[src/rtl/bitrev_reorder_if.sv]
// Stream interface for bitrev_reorder: natural-order input side and
// bit-reversed output side. out_last exists only when BITREV_LAST_EN is defined.
interface bitrev_reorder_if #(
  parameter int LOGN = 3,
  parameter int W    = 16
) ();
  logic            in_valid;
  logic            in_ready;
  logic [W-1:0]    in_data;
  logic            out_valid;
  logic            out_ready;
  logic [W-1:0]    out_data;
  logic [LOGN-1:0] out_index;
`ifdef BITREV_LAST_EN
  logic            out_last;

  modport master (
    output in_valid, in_data, out_ready,
    input  in_ready, out_valid, out_data, out_index, out_last
  );
  modport slave (
    input  in_valid, in_data, out_ready,
    output in_ready, out_valid, out_data, out_index, out_last
  );
`else
  modport master (
    output in_valid, in_data, out_ready,
    input  in_ready, out_valid, out_data, out_index
  );
  modport slave (
    input  in_valid, in_data, out_ready,
    output in_ready, out_valid, out_data, out_index
  );
`endif
endinterface

[src/rtl/bitrev_reorder.sv]
// bitrev_reorder: ping-pong frame buffer converting N = 2^LOGN samples from
// natural order to bit-reversed order, one sample per clock in steady state.
// Optional feature macro: BITREV_LAST_EN adds out_last (last sample of frame).
module bitrev_reorder #(
  parameter int LOGN = 3,
  parameter int W    = 16
) (
  input  logic              clk,
  input  logic              rst_n,
  bitrev_reorder_if.slave   bus
);
  localparam int N = 1 << LOGN;

  typedef logic [LOGN-1:0] cnt_t;
  typedef logic [LOGN:0]   addr_t;

  localparam cnt_t CNT_LAST = cnt_t'(N - 1);

  // Reverse the bit order of a frame index.
  function automatic cnt_t bitrev(input cnt_t k);
    cnt_t r;
    r = {<<{k}};
    return r;
  endfunction

  logic       wr_bank;
  logic       rd_bank;
  cnt_t       wr_cnt;
  cnt_t       rd_cnt;
  logic [1:0] full;

  logic [W-1:0] mem [2*N];

  logic  wr_fire;
  logic  rd_fire;
  logic  wr_wrap;
  logic  rd_wrap;
  logic  rd_avail;
  cnt_t  rd_rev;
  addr_t wr_addr;
  addr_t rd_addr;

  // Handshake decode and bank/slot address generation.
  always_comb begin
    rd_avail = full[rd_bank];
    rd_rev   = bitrev(rd_cnt);
    wr_fire  = bus.in_valid && !full[wr_bank];
    rd_fire  = rd_avail && bus.out_ready;
    wr_wrap  = wr_fire && (wr_cnt == CNT_LAST);
    rd_wrap  = rd_fire && (rd_cnt == CNT_LAST);
    wr_addr  = {wr_bank, wr_cnt};
    rd_addr  = {rd_bank, rd_rev};
  end

  // Output side: combinational read from storage so there is no bubble.
  always_comb begin
    bus.in_ready  = !full[wr_bank];
    bus.out_valid = rd_avail;
    bus.out_index = rd_rev;
    bus.out_data  = rd_avail ? mem[rd_addr] : '0;
  end

`ifdef BITREV_LAST_EN
  // Flag the final output sample of each frame.
  always_comb begin
    bus.out_last = rd_avail && (rd_cnt == CNT_LAST);
  end
`endif

  // Sample storage; contents are never reset and only read once a bank is full.
  always_ff @(posedge clk) begin
    if (wr_fire) begin
      mem[wr_addr] <= bus.in_data;
    end
  end

  // Write pointer: slot counter and bank select.
  always_ff @(posedge clk or negedge rst_n) begin
    if (!rst_n) begin
      wr_cnt  <= '0;
      wr_bank <= 1'b0;
    end else if (wr_fire) begin
      wr_cnt <= wr_cnt + cnt_t'(1);
      if (wr_wrap) begin
        wr_bank <= !wr_bank;
      end
    end
  end

  // Read pointer: slot counter and bank select.
  always_ff @(posedge clk or negedge rst_n) begin
    if (!rst_n) begin
      rd_cnt  <= '0;
      rd_bank <= 1'b0;
    end else if (rd_fire) begin
      rd_cnt <= rd_cnt + cnt_t'(1);
      if (rd_wrap) begin
        rd_bank <= !rd_bank;
      end
    end
  end

  // Bank full flags. A completing write targets an empty bank and a completing
  // read targets a full one, so both updates can land on the same edge.
  always_ff @(posedge clk or negedge rst_n) begin
    if (!rst_n) begin
      full <= '0;
    end else begin
      if (wr_wrap) begin
        full[wr_bank] <= 1'b1;
      end
      if (rd_wrap) begin
        full[rd_bank] <= 1'b0;
      end
    end
  end

endmodule

[src/flat_wrapper.sv]
// flat-port wrapper written by rule: the top's interface ports become plain ports
module bitrev_reorder_flat 
#(
  parameter int LOGN = 3,
  parameter int W    = 16
)
  (clk, rst_n, bus_in_valid, bus_in_data, bus_out_ready, bus_in_ready, bus_out_valid, bus_out_data, bus_out_index);
  bitrev_reorder_if #(.LOGN(LOGN), .W(W)) bus_i ();
  input  logic clk;
  input  logic rst_n;
  input wire logic [$bits(bus_i.in_valid)-1:0] bus_in_valid;
  input wire logic [$bits(bus_i.in_data)-1:0] bus_in_data;
  input wire logic [$bits(bus_i.out_ready)-1:0] bus_out_ready;
  output wire logic [$bits(bus_i.in_ready)-1:0] bus_in_ready;
  output wire logic [$bits(bus_i.out_valid)-1:0] bus_out_valid;
  output wire logic [$bits(bus_i.out_data)-1:0] bus_out_data;
  output wire logic [$bits(bus_i.out_index)-1:0] bus_out_index;
  assign bus_i.in_valid = bus_in_valid;
  assign bus_i.in_data = bus_in_data;
  assign bus_i.out_ready = bus_out_ready;
  assign bus_in_ready = bus_i.in_ready;
  assign bus_out_valid = bus_i.out_valid;
  assign bus_out_data = bus_i.out_data;
  assign bus_out_index = bus_i.out_index;
  bitrev_reorder #(.LOGN(LOGN), .W(W)) u_core (.clk(clk), .rst_n(rst_n), .bus(bus_i));
endmodule
[config.mk]
export PLATFORM = sky130hd
export DESIGN_NAME = bitrev_reorder_flat
export DESIGN_NICKNAME = d
export VERILOG_FILES = /design/src/rtl/bitrev_reorder_if.sv /design/src/rtl/bitrev_reorder.sv /design/src/flat_wrapper.sv
export SDC_FILE = /design/constraint.sdc
export NUM_CORES = 1
export LEC_CHECK = 0
export CORE_MARGIN = 10
export CORE_UTILIZATION = 55
export CTS_CLUSTER_SIZE = 28
export DETAILED_ROUTE_END_ITERATION = 16
export HOLD_SLACK_MARGIN = 0.06
export PLACE_DENSITY_LB_ADDON = 0.3
export SLEW_MARGIN = 20
export SYNTH_ARGS = -nofsm -noshare
export SYNTH_HDL_FRONTEND = slang
export SYNTH_SLANG_ARGS = --single-unit
[constraint.sdc]
create_clock -name clk -period 2.2 [get_ports clk]
set_input_delay 0.44 -clock clk [delete_from_list [all_inputs] [get_ports clk]]
set_output_delay 0.44 -clock clk [all_outputs]
set_load 0.01 [all_outputs]
# Word level (Yosys, flattened, before mapping)
# Memories as Yosys holds them, arrays and structs flattened.
# Index checks and enable logic that the tools add are counted.
# op_classes
n_addsub,2
bitwise_logic,3
n_eq_ne,2
n_lt_le_gt_ge,4
mux,13
reduce_logical,11
# op_table
cell,n
$mux W16,1
$mux W1,8
$add A3 B1 Y3 const B,2
$eq A3 B3 Y1 const B,2
$logic_and A1 B1 Y1,6
$lt A1 B2 Y1 const B,2
$mux W2,2
$reduce_and A2 Y1,2
$logic_not A1 Y1,3
$and A2 B2 Y2,1
$demux W1 S1,2
$ge A1 B1 Y1 const B,2
$not A2 Y2,1
$or A2 B2 Y2,1
# word_totals
word_cells,41
mem_bits_rw,256
reg_bits,10
n_memories,1
input_bits,20
# memory_table
memory,words,width,read_ports,rd_clocked_by_memory_dff,write_ports,line,rtl
u_core.mem,16,16,1,0,1,bitrev_reorder.sv:32,logic [W-1:0] mem [2*N];

# Logic depth before layout (Yosys ltp)
# logic_depth
depth_word,8
mapped_depth,7
ltp_nobuf,6

# Worst setup path after synthesis
# Ideal clock, no wire load.
# synth_path
path_type,register to output
start,register u_core.rd_cnt[2]
end,output port bus_out_data[2]
required_time_ns,1.760
arrival_ns,1.528
path_stages_with_launch,6
path_buffers,2
path_slack_ns,0.232
path_cell_list,dfrtp_1 buf_6 buf_6 mux4_1 nand4_1 o211ai_1
# synth_via
elab_chain_cells,2
# synth_rtl
element,line,rtl
"start, declared",bitrev_reorder.sv:29,cnt_t rd_cnt;
"start signal, assigned",bitrev_reorder.sv:96,rd_cnt <= rd_cnt + cnt_t'(1);
$mem_v2 Z16 W16,-,
$mux W16,bitrev_reorder.sv:60,bus.out_data = rd_avail ? mem[rd_addr] : '0;
"end, declared",flat_wrapper.sv:16,output wire logic [$bits(bus_i.out_data)-1:0] bus_out_data;
# No other way between the ends.

# Final worst setup path
# layout_path
start,register u_core.rd_cnt[2]
end,output port bus_out_data[7]
# The elaborated chain is that of the path after synthesis.

==> run metrics <==
most common cell in the netlist edfxtp_1; Synth area leader edfxtp_1; pin count of the biggest net entering global routing 19; initial detailed-routing violation count approximately 510; Clk Latency, worst-skew pair 0.54 ns; area delta synth->final 23.2%; antenna violations before repair 2; VDD IR-drop max 0.630 mV; Worst EP required 1.76 ns; adder-cell share of the synthesized area 0.00833; Final Wtd Congestion 0.756; Yosys reg bits 266; Initial Util 0.560; clock-pin slew on the worst setup and hold paths 0.07 ns; H-tree depth 1; I/O Buffers 40; Post-synth top flop edfxtp_1; clk sinks 266; Max Slew Vio Count 0; vias in the first global route 5807; sw frac 0.303; drt wl/cell 26.8 um; compound-gate portion of the synthesized area 0.0287; setup repair after global routing missed its margin yes; Final setup viols 16; Chip Height 158 um; sequential share of power 0.372; CTS Buf Count 27; Max Fclk 0.363 GHz; dpl hpwl 15000 um; Commonest cells post-synth edfxtp_1, mux4_2, nand2_1, mux2i_1, and2_1; Logic pwr share 0.364; Mapped Cells 524; status finished with violations; mux cell area share after synthesis 0.142; Crit Path Category reg -> out; setup TNS -7.95 ns; via count 5623; Cell Area, Synth 10500 um^2; Final period util 1.25; largest family of logic cells by synthesized area multiplexers; total wire length between 20000 and 25000 um; Routed Antenna Nets 0; Period minus WS final roughly 2.8 ns; final worst slack -0.556 ns; Worst Path Max Fanout 6; Die Wd roughly 160 um; gr usage total 0.199; Final Hold Fails 0; Crit. End Element primary output; CP delay by family, top multiplexers; min-delay worst type in -> async; Synth top area share 0.732; PnR Total Power about 16000 uW; clock share of power 0.264; critical path's largest stage delay slightly above 0.5 ns; Slowest-stage cell, CP mux4_2; CTS tree built; # IOs 41; Seq/Total Area, Yosys 0.755; Yosys warning total 0; clk_skew 0.0178 ns; DP Worst Slack -0.480 ns; fin nets 679; total die area 25000 um^2; synthesized net count roughly 550; Setup crit start kind flop; Synth Area in XOR/XNOR 0.00167; Worst Hold Slack 0.233 ns; Switch Pwr 4980 uW; first-pass iteration count of the detailed router 5; layout cells sized above 1 0.313; relative max-transition margin 0.609; FP Rows 50; DRC 0; worst-case clock buffer depth 3; top post-synthesis cells by area edfxtp_1, mux4_2, mux2i_1, dfrtp_1, nand2_1; post-synthesis simple-gate area fraction 0.0432; maxcap violations 0; total grt overflow 0; Core Region 18800 um^2; first-pass GRT wire length ~37000 um; Buf/Inv on CP 3; Pint 11500 uW; syn_area_per_cell around 20 um^2; CTS Root Cell clkbuf_16; PD cells 1270 nW/um^2; worst slew pin tran 0.584 ns; EDFF count, synth 256; violated checks negative setup slack; Netlist cell types 31; WP data arrival 2.32 ns; Async S/R FF share, synth 0.0376; Leak Pwr 0.00438 uW; Avg Vias per Cell 6.20; crit-path cells buf_8 -> buf_12 -> mux4_2 -> a32oi_1 -> o211ai_1 -> buf_2
layer usage:
metal  vias to the layer above  global-route usage  wire length [um]
met3                        51              0.0345              1680
met4                         2              0.0609               610
li1                       2421                   -                 -
met1                      2930               0.258              9480
met5                         -                   0                13
met2                       219               0.336             12500
kinds of logic after synthesis:
kind of cell,after synthesis
adders and majority gates,7
xor gates and xnor gates,2
AOI/OAI and AO/OA,39
DFF,266
and+or+nand+nor,92
muxes,86
buffers and inverters,32
placed cells by master, fill, tap and decap left out, types with 2 or more instances in the layout:
master	Yosys	routed
clkinv_1	0	7
dfrtp_1	10	7
a32oi_2	0	6
mux4_2	46	47
clkbuf_16	0	27
xnor2_1	2	2
a31oi_1	5	5
nand2_1	46	46
mux2_2	4	4
ha_1	7	7
clkinvlp_4	0	2
dlygate4sd2_1	0	2
clkinv_2	0	7
o211ai_1	15	15
clkdlybuf4s50_1	0	19
mux4_1	3	2
o21ai_0	2	2
nand4_1	15	15
buf_2	8	16
dlymetal6s2s_1	0	2
nor2_1	3	3
bufinv_16	0	2
buf_16	0	4
buf_6	6	10
edfxtp_1	256	256
mux2i_1	33	30
buf_4	3	48
nand3_1	4	3
mux2i_4	0	2
clkbuf_1	9	3
a32oi_1	15	9
and2_1	18	18
inv_1	3	3
buf_12	2	25
dfrtp_2	0	2
repair_timing:
action / 4_1_cts / 5_1_grt
gates resized for setup: 93 / 13
cloned: 4 / 0
hold buffers: 0 / 0
endpoints found under the setup margin: 20 / 19
buffers inserted: 10 / 5
pin swaps: 23 / 13
per-stage QoR:
stage / util / instances / area (um^2)
3_3_place_gp: 0.628 / 838 / 11800
4_1_cts: 0.684 / 901 / 12800
5_1_grt: 0.690 / 906 / 12900
6_report: 0.690 / 907 / 12900
3_5_place_dp: 0.628 / 838 / 11800
2_1_floorplan: - / 524 / 10500
path summary, 6_finish.rpt:
kind / start / endpoint / slack [ns] / cells past startpoint
min reg2reg: u_core.wr_cnt[0] / u_core.wr_cnt[0] / 0.57 / 1
min in group clk: u_core.wr_cnt[0] / u_core.wr_cnt[0] / 0.57 / 1
min: rst_n / u_core.wr_cnt[2] / 0.23 / 1
max: u_core.rd_cnt[2] / bus_out_data[7] / -0.56 / 6
max reg2reg: u_core.full[0] / u_core.mem[3][12] / 0.37 / 5
max in group asynchronous: rst_n / u_core.rd_cnt[2] / 1.60 / 1
state kept, by name, indices dropped and copies added, names as in the netlist:
register	flops
u_core.full	2
u_core.mem	256
u_core.rd_bank	1
u_core.rd_cnt	3
u_core.wr_bank	1
u_core.wr_cnt	3
cell type report:
type | count | area [um^2]
clock inverter | 19 | 156
clock buffer | 30 | 687
fill | 1122 | 5820
timing repair buffer | 128 | 1420
antenna | 1 | 2.50
sequential | 266 | 7940
tap | 234 | 293
inverter | 3 | 11.3
multi-input combinational | 226 | 2440
power by group through the flow:
stage	Combinational [uW]	Clock, uW	Sequential [uW]
after floorplan	3160	0	6140
after global placement	5260	0	6210
after detailed placement	5390	0	6240
after CTS	5830	4360	6110
after global routing	6350	4580	6140
final	5990	4340	6110
(Power assumes the default switching activity.)
